<file path="config.mk">
export PLATFORM = sky130hd
export DESIGN_NAME = mux_rr_arbiter
export DESIGN_NICKNAME = d
export VERILOG_FILES = /design/src/rtl/mux_arb_pkg.sv /design/src/rtl/mux_2to1.sv /design/src/rtl/mux_rr_arbiter.sv
export SDC_FILE = /design/constraint.sdc
export NUM_CORES = 1
export LEC_CHECK = 0
export ABC_AREA = 1
export CORE_UTILIZATION = 35
export CTS_CLUSTER_DIAMETER = 200
export DETAILED_ROUTE_END_ITERATION = 8
export PLACE_DENSITY = 0.72
export SETUP_SLACK_MARGIN = 0.1
export SLEW_MARGIN = 10
export SYNTH_ARGS = -nofsm -noshare
export SYNTH_HDL_FRONTEND = slang
export SYNTH_SLANG_ARGS = --single-unit
</file>
<file path="constraint.sdc">
create_clock -name clk -period 1.1 [get_ports clk]
set_clock_uncertainty 0.2 [all_clocks]
set_input_delay 0.165 -clock clk [delete_from_list [all_inputs] [get_ports clk]]
set_output_delay 0.165 -clock clk [all_outputs]
set_load 0.02 [all_outputs]
</file>
<file path="src/rtl/mux_arb_pkg.sv">
// Shared types and constants for the round-robin burst arbiter.
// State encoding and mux select values.
package mux_arb_pkg;

  typedef enum logic [1:0] {
    ST_IDLE    = 2'd0,
    ST_GRANT_A = 2'd1,
    ST_GRANT_B = 2'd2
  } state_e;

  localparam logic SEL_A = 1'b0;
  localparam logic SEL_B = 1'b1;

endpackage

</file>
<file path="src/rtl/mux_2to1.sv">
// Plain 2:1 multiplexer, shared datapath for both requesters.
// sel=0 passes d0, sel=1 passes d1.
module mux_2to1 #(
  parameter int W = 4
) (
  input  logic         sel,
  input  logic [W-1:0] d0,
  input  logic [W-1:0] d1,
  output logic [W-1:0] y
);

  assign y = sel ? d1 : d0;

endmodule

</file>
<file path="src/rtl/mux_rr_arbiter.sv">
// Round-robin burst arbiter over a shared 2:1 mux.
// Grants whole bursts and registers the selected beat.
module mux_rr_arbiter
  import mux_arb_pkg::*;
#(
  parameter int WIDTH = 4
) (
  input  logic             clk,
  input  logic             rst_n,
  input  logic             a_valid,
  input  logic [WIDTH-1:0] a_data,
  input  logic             a_last,
  output logic             a_ready,
  input  logic             b_valid,
  input  logic [WIDTH-1:0] b_data,
  input  logic             b_last,
  output logic             b_ready,
  output logic             y_valid,
  output logic [WIDTH-1:0] y_data,
  output logic             y_last,
  input  logic             y_ready,
  output logic             sel_o,
  output logic             busy_o
);

  state_e           state_q, state_d;
  logic             prio_q, prio_d;
  logic             sel_q, sel_d;
  logic             y_valid_q, y_valid_d;
  logic [WIDTH-1:0] y_data_q, y_data_d;
  logic             y_last_q, y_last_d;

  logic             out_free;
  logic             a_xfer, b_xfer;
  logic [WIDTH:0]   m_out;

  mux_2to1 #(.W(WIDTH + 1)) u_mux (
    .sel (sel_q),
    .d0  ({a_last, a_data}),
    .d1  ({b_last, b_data}),
    .y   (m_out)
  );

  // Handshake: only the granted side sees ready, gated by output space.
  always_comb begin
    out_free = !y_valid_q || y_ready;
    a_ready  = (state_q == ST_GRANT_A) && out_free;
    b_ready  = (state_q == ST_GRANT_B) && out_free;
    a_xfer   = a_valid && a_ready;
    b_xfer   = b_valid && b_ready;
  end

  // Arbitration: pick by priority in IDLE, release on accepted last beat.
  always_comb begin
    state_d = state_q;
    prio_d  = prio_q;
    sel_d   = sel_q;
    unique case (state_q)
      ST_IDLE: begin
        if (a_valid && (!b_valid || prio_q == SEL_A)) begin
          state_d = ST_GRANT_A;
          sel_d   = SEL_A;
        end else if (b_valid) begin
          state_d = ST_GRANT_B;
          sel_d   = SEL_B;
        end
      end
      ST_GRANT_A: begin
        if (a_xfer && a_last) begin
          state_d = ST_IDLE;
          prio_d  = SEL_B;
        end
      end
      ST_GRANT_B: begin
        if (b_xfer && b_last) begin
          state_d = ST_IDLE;
          prio_d  = SEL_A;
        end
      end
      default: state_d = ST_IDLE;
    endcase
  end

  // Output stage: load on transfer, clear on drain, else hold.
  always_comb begin
    y_valid_d = y_valid_q;
    y_data_d  = y_data_q;
    y_last_d  = y_last_q;
    if (a_xfer || b_xfer) begin
      y_valid_d = 1'b1;
      y_data_d  = m_out[WIDTH-1:0];
      y_last_d  = m_out[WIDTH];
    end else if (y_ready) begin
      y_valid_d = 1'b0;
    end
  end

  // State, priority, select and output registers.
  always_ff @(posedge clk or negedge rst_n) begin
    if (!rst_n) begin
      state_q   <= ST_IDLE;
      prio_q    <= SEL_A;
      sel_q     <= SEL_A;
      y_valid_q <= 1'b0;
      y_data_q  <= '0;
      y_last_q  <= 1'b0;
    end else begin
      state_q   <= state_d;
      prio_q    <= prio_d;
      sel_q     <= sel_d;
      y_valid_q <= y_valid_d;
      y_data_q  <= y_data_d;
      y_last_q  <= y_last_d;
    end
  end

  assign y_valid = y_valid_q;
  assign y_data  = y_data_q;
  assign y_last  = y_last_q;
  assign sel_o   = sel_q;
  assign busy_o  = (state_q != ST_IDLE);

endmodule

</file>
==> results of run 1 <==
cells by family after synthesis:
group | share of synthesized area [%]
flops | 45.1
buf+inv | 5.42
simple gates | 45.8
compound gates | 3.61
stage by stage:
step | hold slack, ns | total power, mW
after floorplan | -0.331 | 1.64
after global routing | 0.00220 | 3.47
after detailed placement | 0.271 | 2.51
final | -0.0291 | 3.23
after global placement | 0.270 | 2.47
after CTS | -0.0211 | 3.20
critical path: cells and delay by family (launching register included):
| family | cells | cell delay [ns] |
|---|---|---|
| buf+inv | 2 | 0.19 |
| simple gates | 1 | 0.18 |
| flops | 1 | 0.41 |
metal layers:
| layer | up-vias | wire length (um) | GRT usage (%) |
|---|---|---|---|
| met5 | - | 0 | 0 |
| met4 | 0 | 40 | 11.6 |
| met3 | 5 | 57 | 3.91 |
| met2 | 21 | 849 | 37.8 |
| met1 | 294 | 649 | 26.9 |
| li1 | 331 | - | - |
final timing paths:
path	start	end	cells after the start
worst max-delay path	state_q[0]	a_ready	3
worst min-delay path	rst_n	prio_q	2
worst max register to register	state_q[0]	y_data[3]	6
worst min register to register	prio_q	prio_q	2
max in group asynchronous	rst_n	y_valid	2
min in group clk	b_data[0]	y_data[0]	5
where the power goes:
part | internal (mW) | total (mW) | switching [mW]
combinational | 1.16 | 2.18 | 1.03
clock | 0.201 | 0.337 | 0.136
sequential | 0.557 | 0.712 | 0.155
repair_timing:
action / 4_1_cts / 5_1_grt
pin swaps: 7 / 2
buffers inserted: 6 / 1
resized for setup: 75 / 2
hold endpoints to repair: 10 / 0
endpoints found under the setup margin: 20 / 20
registers in the layout, indices dropped and copies added, names as in the netlist:
register,count
y_data,4
state_q,2
prio_q,1
sel_o,1
y_last,1
y_valid,1
synthesized netlist by cell type:
master,n,area (um^2)
a21oi_1,1,5.00
dfrtp_1,10,250
inv_1,6,22.5
inv_2,2,7.51
nand2_1,29,109
nand2_2,1,6.26
nand2_4,1,11.3
nand3_1,6,30.0
nand3_4,2,35.0
nand4_1,2,12.5
nor2_1,3,11.3
nor2_4,2,22.5
nor3_1,2,10.0
o21ai_0,3,15.0
or2_2,1,6.26
cell type report:
type                    instances  area (um^2)
flip-flops and latches         10          255
clock buffers                   4         36.3
inverters                       8         37.5
repair buffers                 46          437
multi-input cells              53          368
fillers                        92          230
well taps                      15         18.8
==> summary.txt, run 1 <==
Run status
  • Result of the run: complete, but fails checks
  • Failing checks: negative hold slack, negative setup slack

Finish
  • Most frequent cells in the layout: nand2_1 (21), buf_4 (17), buf_6 (15), clkdlybuf4s50_1 (14), nand2_2 (7)
  • Final net count: approximately 140
  • Final Non-Filler Cells: roughly 140
  • Finished Cell Area: ~1200 um^2
  • Layout cells sized above 1: a little under three fifths
  • Final core utilization: approximately 83%
  • Commonest non-fill, non-tap cell in the layout: nand2_1
  • Area grow syn2layout: 108%
  • Ant. Diodes: 0

Clock tree
  • Clock Tree Root: clkbuf_4
  • Max Root-Sink Buffers: 2
  • Clk slew on worst S/H paths: ~0.07 ns
  • H-Tree Depth: 1
  • CTS Sinks: 10
  • CTS tree: done
  • Num CTS Buffers: 3
  • Clock latency on the worst-skew pair: approximately 0.27 ns

Critical path
  • Critical path cell sequence: inv_4 -> nor3_4 -> buf_6
  • Slowest CP cell: dfrtp_2
  • Crit path DAT: 1.06 ns
  • Setup crit start kind: register
  • Crit Path Class: reg -> out
  • Critical Path End Type: output port
  • Worst R2R Setup Slack: -0.31 ns
  • CP max FO: 3
  • Req. time, crit path: between 0.7 and 0.8 ns
  • Largest stage delay on the critical path: 0.41 ns

Timing
  • RSZ-0062 raised after global routing: yes
  • Tmin final: between 1 and 1.5 ns
  • Final Cycle Share: 130%
  • TNS Setup: -4.22 ns
  • Tightest hold margin: -0.0291 ns
  • Endpoints failing setup: 20
  • Final worst slack: -0.327 ns
  • Max-slew headroom at the worst pin: roughly 79%
  • Worst slew pin tran: between 0.3 and 0.4 ns
  • Final hold violation count: 10
  • Peak Freq: about 0.70 GHz
  • Final Slew Violations: 0

Detailed routing
  • First-pass iteration count of the detailed router: 4
  • WL/cell: 11.7 um
  • WL final: ~1600 um
  • Final ANT Viol Nets: 0
  • DRT iter0 DRCs: 11
  • Vias: 651
  • DRC: 0
  • Via/cell ratio: ~4.8

Global routing
  • Wire length of the first global-routing pass: between 2000 and 3000 um
  • Initial antenna violation count: 0
  • GRT overflow: 0
  • Vias in the first global route: approximately 630
  • Total track usage: 22.4%
  • Pin count of the biggest net entering global routing: 11

Die
  • Full die area: around 1700 um^2
  • Placeable Area: 1380 um^2
  • Initial Util: between 40% and 50%
  • Num ports: 25
  • Die X: approximately 42 um
  • Std cell rows: 13
  • Die Ht: 41.8 um

Yosys
  • Synth Register Bits: 10
  • Yosys warns: 0
  • Post-Syn Area: 554 um^2
  • Sequential fraction of the synthesis area: approximately 45%
  • Yosys cell types: 15
  • Net count after synthesis: 86
  • Mean area per synthesized cell: 7.81 um^2
  • Post-Synthesis Cells: around 70

Placed design
  • DP Worst Slack: -0.833 ns
  • Area post-placement: between 1000 and 1500 um^2
  • Final GP Congestion: between 0.8 and 0.9
  • DP HPWL: ~1200 um
  • Cells after DPL: around 130
  • IO Port Bufs: 24

Pwr
  • Maximum vdd ir drop: about 1.8 mV
  • Pleak: roughly 0.58 nW
  • Power Density: approximately 2800 nW/um^2

Worst hold path
  • Class of the worst hold path: in -> async

Job
  • Max-cap violations: 0
Power figures use the tool's default switching activity.
==> run 2: changes to the inputs <==
Settings changed: CORE_UTILIZATION 35 to 34, GPL_TIMING_DRIVEN set to 0, PLACE_DENSITY 0.72 to 0.7.
==> run 2 against run 1 <==
Effect of this change: wire length down 4.6%; highest routed layer unchanged; the run ends with negative setup slack left; first-iteration DRC count up 9.1%; largest power group unchanged; clock power down 2%.
==> summary.txt, run 2 (synthesis results as in run 1) <==
Clock tree
  • Hold bufs inserted after CTS: 0
  • CTS tree: done
  • Clock latency on the worst-skew pair: between 0.2 and 0.3 ns
  • Clock Tree Root: clkbuf_4
  • H-Tree Depth: 1
  • Num CTS Buffers: 3
  • Max Root-Sink Buffers: 2
  • CTS Sinks: 10
  • Clk slew on worst S/H paths: around 0.070 ns

Global routing
  • Initial antenna violation count: 0
  • Total track usage: between 10% and 20%
  • Vias in the first global route: around 580
  • GRT overflow: 0
  • Pin count of the biggest net entering global routing: 11
  • Wire length of the first global-routing pass: approximately 2500 um

Timing
  • RSZ-0062 raised after global routing: yes
  • Endpoints failing setup: 20
  • Max-slew headroom at the worst pin: 67.5%
  • Peak Freq: around 0.67 GHz
  • Worst slew pin tran: 0.485 ns
  • Final Slew Violations: 0
  • Final Cycle Share: 136%
  • Final worst slack: -0.394 ns
  • Tmin final: about 1.5 ns
  • Final hold violation count: 0

Die
  • Std cell rows: 14
  • Die X: roughly 42 um
  • Num ports: 25
  • Full die area: 1800 um^2
  • Initial Util: 36.8%
  • Placeable Area: ~1500 um^2
  • Die Ht: between 40 and 50 um

Critical path
  • Crit path DAT: around 1.1 ns
  • Reg2reg path depth: 7
  • Largest stage delay on the critical path: roughly 0.44 ns
  • Slowest CP cell: dfrtp_2
  • Worst R2R Setup Slack: -0.38 ns
  • Crit-path most repeated cell: buf_6
  • FF-to-FF End: y_data[0]
  • Crit Path Class: reg -> out
  • CP max FO: 3
  • Crit path to: a_ready
  • FF-to-FF Start: state_q[1]
  • Setup crit start: state_q[1]
  • Req. time, crit path: 0.73 ns
  • Setup crit start kind: register
  • Critical Path End Type: output port
  • Critical path cell sequence: buf_6 -> nor3_4 -> buf_6

Detailed routing
  • WL/cell: ~11 um
  • Final ANT Viol Nets: 0
  • WL final: between 1500 and 2000 um
  • DRC: 0
  • First-pass iteration count of the detailed router: 4
  • Via/cell ratio: approximately 4.7
  • Vias: roughly 630
  • DRT iter0 DRCs: 12

Job
  • Max-cap violations: 0

Finish
  • Largest register FFs: 4
  • Layout cells sized above 1: ~53%
  • Area grow syn2layout: 102%
  • Most frequent cells in the layout: nand2_1 (25), buf_6 (15), clkdlybuf4s50_1 (13), buf_4 (13)
  • Commonest non-fill, non-tap cell in the layout: nand2_1
  • Final core utilization: between 70 and 80%
  • Final net count: 134
  • Ant. Diodes: 0

Pwr
  • Pleak: approximately 0.57 nW
  • Power Density: roughly 2800 nW/um^2
  • Maximum vdd ir drop: 2.01 mV
  • Pwr Total: about 3.1 mW

Run status
  • Failing checks: negative setup slack
  • Result of the run: complete, but fails checks

Worst hold path
  • Class of the worst hold path: in -> async

Placed design
  • DP HPWL: between 900 and 1000 um
  • IO Port Bufs: 24
  • Final GP Congestion: just over 0.8
## run 2: where the power goes
| part | switching [mW] | internal [mW] | total [mW] |
|---|---|---|---|
| logic | 0.991 | 1.09 | 2.08 |
| registers | 0.156 | 0.558 | 0.714 |
| clock network | 0.130 | 0.201 | 0.331 |
| total | 1.28 | 1.85 | 3.12 |
## run 2: through the flow
stage | area [um^2] | std cells | hold WS [ns] | worst slack [ns] | setup TNS (ns)
after CTS | 1080 | 129 | 0.0290 | -0.398 | -3.84
after floorplan | 627 | 71 | -0.331 | -0.167 | -0.926
after global routing | 1120 | 134 | 0.0393 | -0.465 | -5.70
after detailed placement | 887 | 111 | 0.301 | -0.927 | -7.63
final | 1120 | 134 | 0.0205 | -0.394 | -4.66
after global placement | 887 | 111 | 0.298 | -0.893 | -7.34
## run 2: critical path: cells and delay by family, from the launching register on
family / cells / cell delay, ns
buf+inv: 2 / 0.26
flops: 1 / 0.44
simple gates: 1 / 0.15
## run 2: worst min-delay path by stage
stage | startpoint | to | depth (start not counted)
after floorplan | rst_n | prio_q | 0
after global placement | y_data[3] | y_data[3] | 2
after detailed placement | y_data[0] | y_data[0] | 2
after CTS | rst_n | y_last | 1
after global routing | rst_n | state_q[0] | 1
final | rst_n | state_q[0] | 1
## run 2: area by class of cell
class | count | area [um^2]
Timing Repair Buffer | 43 | 410
Fill cell | 111 | 384
Multi-Input combinational cell | 53 | 363
Sequential cell | 10 | 255
Inverter | 8 | 37.5
Clock buffer | 4 | 36.3
Tap cell | 16 | 20.0
## run 2: per-layer routing
metal  global-route usage [%]  wire (um)  up-vias
met1                     22.5        558      292
li1                         -          -      323
met3                     8.19         60        2
met5                        0          0        -
met4                     4.38         12        0
met2                     32.3        891       17
## run 2: what timing repair did
action,CTS,global route
gates resized for setup,68,5
hold endpoints to repair,0,0
setup endpoints to repair,20,20
setup buffers,14,5
pin swaps,11,4
==> run 3: changes to the inputs <==
Settings changed: MAX_ROUTING_LAYER set to met4.
==> run 3 against run 2 <==
Effect of this change: count of clock-buffer cells in the layout did not move; first-iteration DRC count shrank 25%; critical endpoint unchanged; die area is the same; register-to-register slack about the same; critical path type unchanged; global-route usage up 0.44 points; largest cell class unchanged; clock power about the same; combinational power hardly changed; non-clock buffer count unchanged; the run still ends with negative setup slack left; via count is 0.95% lower; setup slack lost 0.00058 ns.
==> summary.txt, run 3 (synthesis results as in run 1) <==
Detailed routing
  • First-pass iteration count of the detailed router: 4
  • Final ANT Viol Nets: 0
  • WL/cell: 11.4 um
  • DRT iter0 DRCs: 9
  • DRC: 0
  • Via/cell ratio: ~4.7
  • Vias: ~630
  • WL final: 1530 um

Finish
  • Largest register FFs: 4
  • Layout cells sized above 1: 52.5%
  • Commonest non-fill, non-tap cell in the layout: nand2_1
  • Fillers: ~110
  • Final Non-Filler Cells: around 130
  • Ant. Diodes: 0
  • Most frequent cells in the layout: nand2_1 (25), buf_6 (15), clkdlybuf4s50_1 (13), buf_4 (13)
  • Final core utilization: between 70% and 80%
  • Area grow syn2layout: 102%
  • Final net count: approximately 130

Timing
  • Worst slew pin tran: a little under 0.5 ns
  • Final hold violation count: 0
  • Max-slew headroom at the worst pin: 67.3%
  • Tightest hold margin: roughly 0.021 ns
  • TNS Setup: -4.67 ns
  • Endpoints failing setup: 20
  • RSZ-0062 raised after global routing: yes
  • Final Slew Violations: 0
  • Tmin final: ~1.5 ns
  • Peak Freq: ~0.67 GHz
  • Final worst slack: -0.395 ns
  • Final Cycle Share: 136%

Critical path
  • Slowest CP cell: dfrtp_2
  • Critical path cell sequence: buf_6 -> nor3_4 -> buf_6
  • Critical Path End Type: output port
  • CP top delay family: flip-flops
  • Crit Path Class: reg -> out
  • Crit path DAT: about 1.1 ns
  • Reg2reg path depth: 7
  • Crit-path most repeated cell: buf_6
  • Largest stage delay on the critical path: around 0.44 ns
  • Setup crit start kind: register
  • Req. time, crit path: ~0.73 ns
  • Instance count on the critical path: 3
  • CP max FO: 3
  • WP buf/inv: 2

Global routing
  • Vias in the first global route: approximately 580
  • Total track usage: 19.6%
  • Wire length of the first global-routing pass: about 2500 um
  • Initial antenna violation count: 0
  • GRT overflow: 0
  • Pin count of the biggest net entering global routing: 11

Run status
  • Result of the run: complete, but fails checks
  • Failing checks: negative setup slack

Clock tree
  • Max Root-Sink Buffers: 2
  • Num CTS Buffers: 3
  • CTS Sinks: 10
  • Hold bufs inserted after CTS: 0
  • Clk slew on worst S/H paths: approximately 0.07 ns
  • Clock latency on the worst-skew pair: roughly 0.27 ns
  • H-Tree Depth: 1
  • CTS tree: done
  • Clock Tree Root: clkbuf_4

Placed design
  • DP HPWL: 994 um
  • IO Port Bufs: 24
  • Cells after DPL: approximately 110
  • Final GP Congestion: 0.817

Die
  • Std cell rows: 14
  • Die X: 42.4 um
  • Placeable Area: ~1500 um^2
  • Full die area: about 1800 um^2
  • Initial Util: approximately 37%
  • Die Ht: 42.4 um
  • Num ports: 25

Worst hold path
  • Class of the worst hold path: in -> async

Pwr
  • Power Density: 2790 nW/um^2
  • Pwr Total: ~3.1 mW
  • Pleak: around 0.57 nW
  • Maximum vdd ir drop: between 2 and 2.5 mV

Job
  • Max-cap violations: 0
-- run 3: cell counts in the layout (fill, tap and decap cells not counted) --
Identical to the previous run, type by type.
-- run 3: worst paths after layout --
check                           start          to  slack, ns
setup / recovery           state_q[1]     a_ready      -0.39
hold / removal                  rst_n  state_q[0]       0.02
setup reg to reg           state_q[1]   y_data[0]      -0.38
hold reg to reg                prio_q      prio_q       0.35
max in group asynchronous       rst_n       sel_o       0.32
min in group clk              b_valid  state_q[1]       0.23
-- run 3: layout make-up --
class                   count  area, um^2  share of cell area [%]
flip-flops and latches     10         255                    22.7
inverters                   8        37.5                    3.34
well taps                  16        20.0                    1.78
repair buffers             43         410                    36.6
clock buffers               4        36.3                    3.23
multi-input cells          53         363                    32.3
-- run 3: report_power, final --
| part | total, mW | internal [mW] | switching (mW) |
|---|---|---|---|
| sequential | 0.714 | 0.558 | 0.156 |
| combinational | 2.08 | 1.09 | 0.993 |
| clock | 0.331 | 0.201 | 0.130 |
| total | 3.13 | 1.85 | 1.28 |
-- run 3: through the flow --
step | setup WS, ns | cell area, um^2
CTS | -0.398 | 1080
global route | -0.465 | 1120
global placement | -0.893 | 887
floorplan | -0.167 | 627
finish | -0.395 | 1120
detailed placement | -0.927 | 887
-- run 3: per-layer routing --
metal  up-vias  share of wire [%]  GRT usage (%)
met5         -                  0              -
met4         0               0.78           4.38
met3         2                4.0           8.19
met2        17                 57           32.0
met1       287                 38           22.5
li1        322                  -              -
-- run 3: repair_timing --
item,in CTS,in global routing
pin swaps,11,4
endpoints found under the setup margin,20,20
resized for setup,68,5
setup buffers,14,5
hold endpoints to repair,0,0
gates cloned,0,0
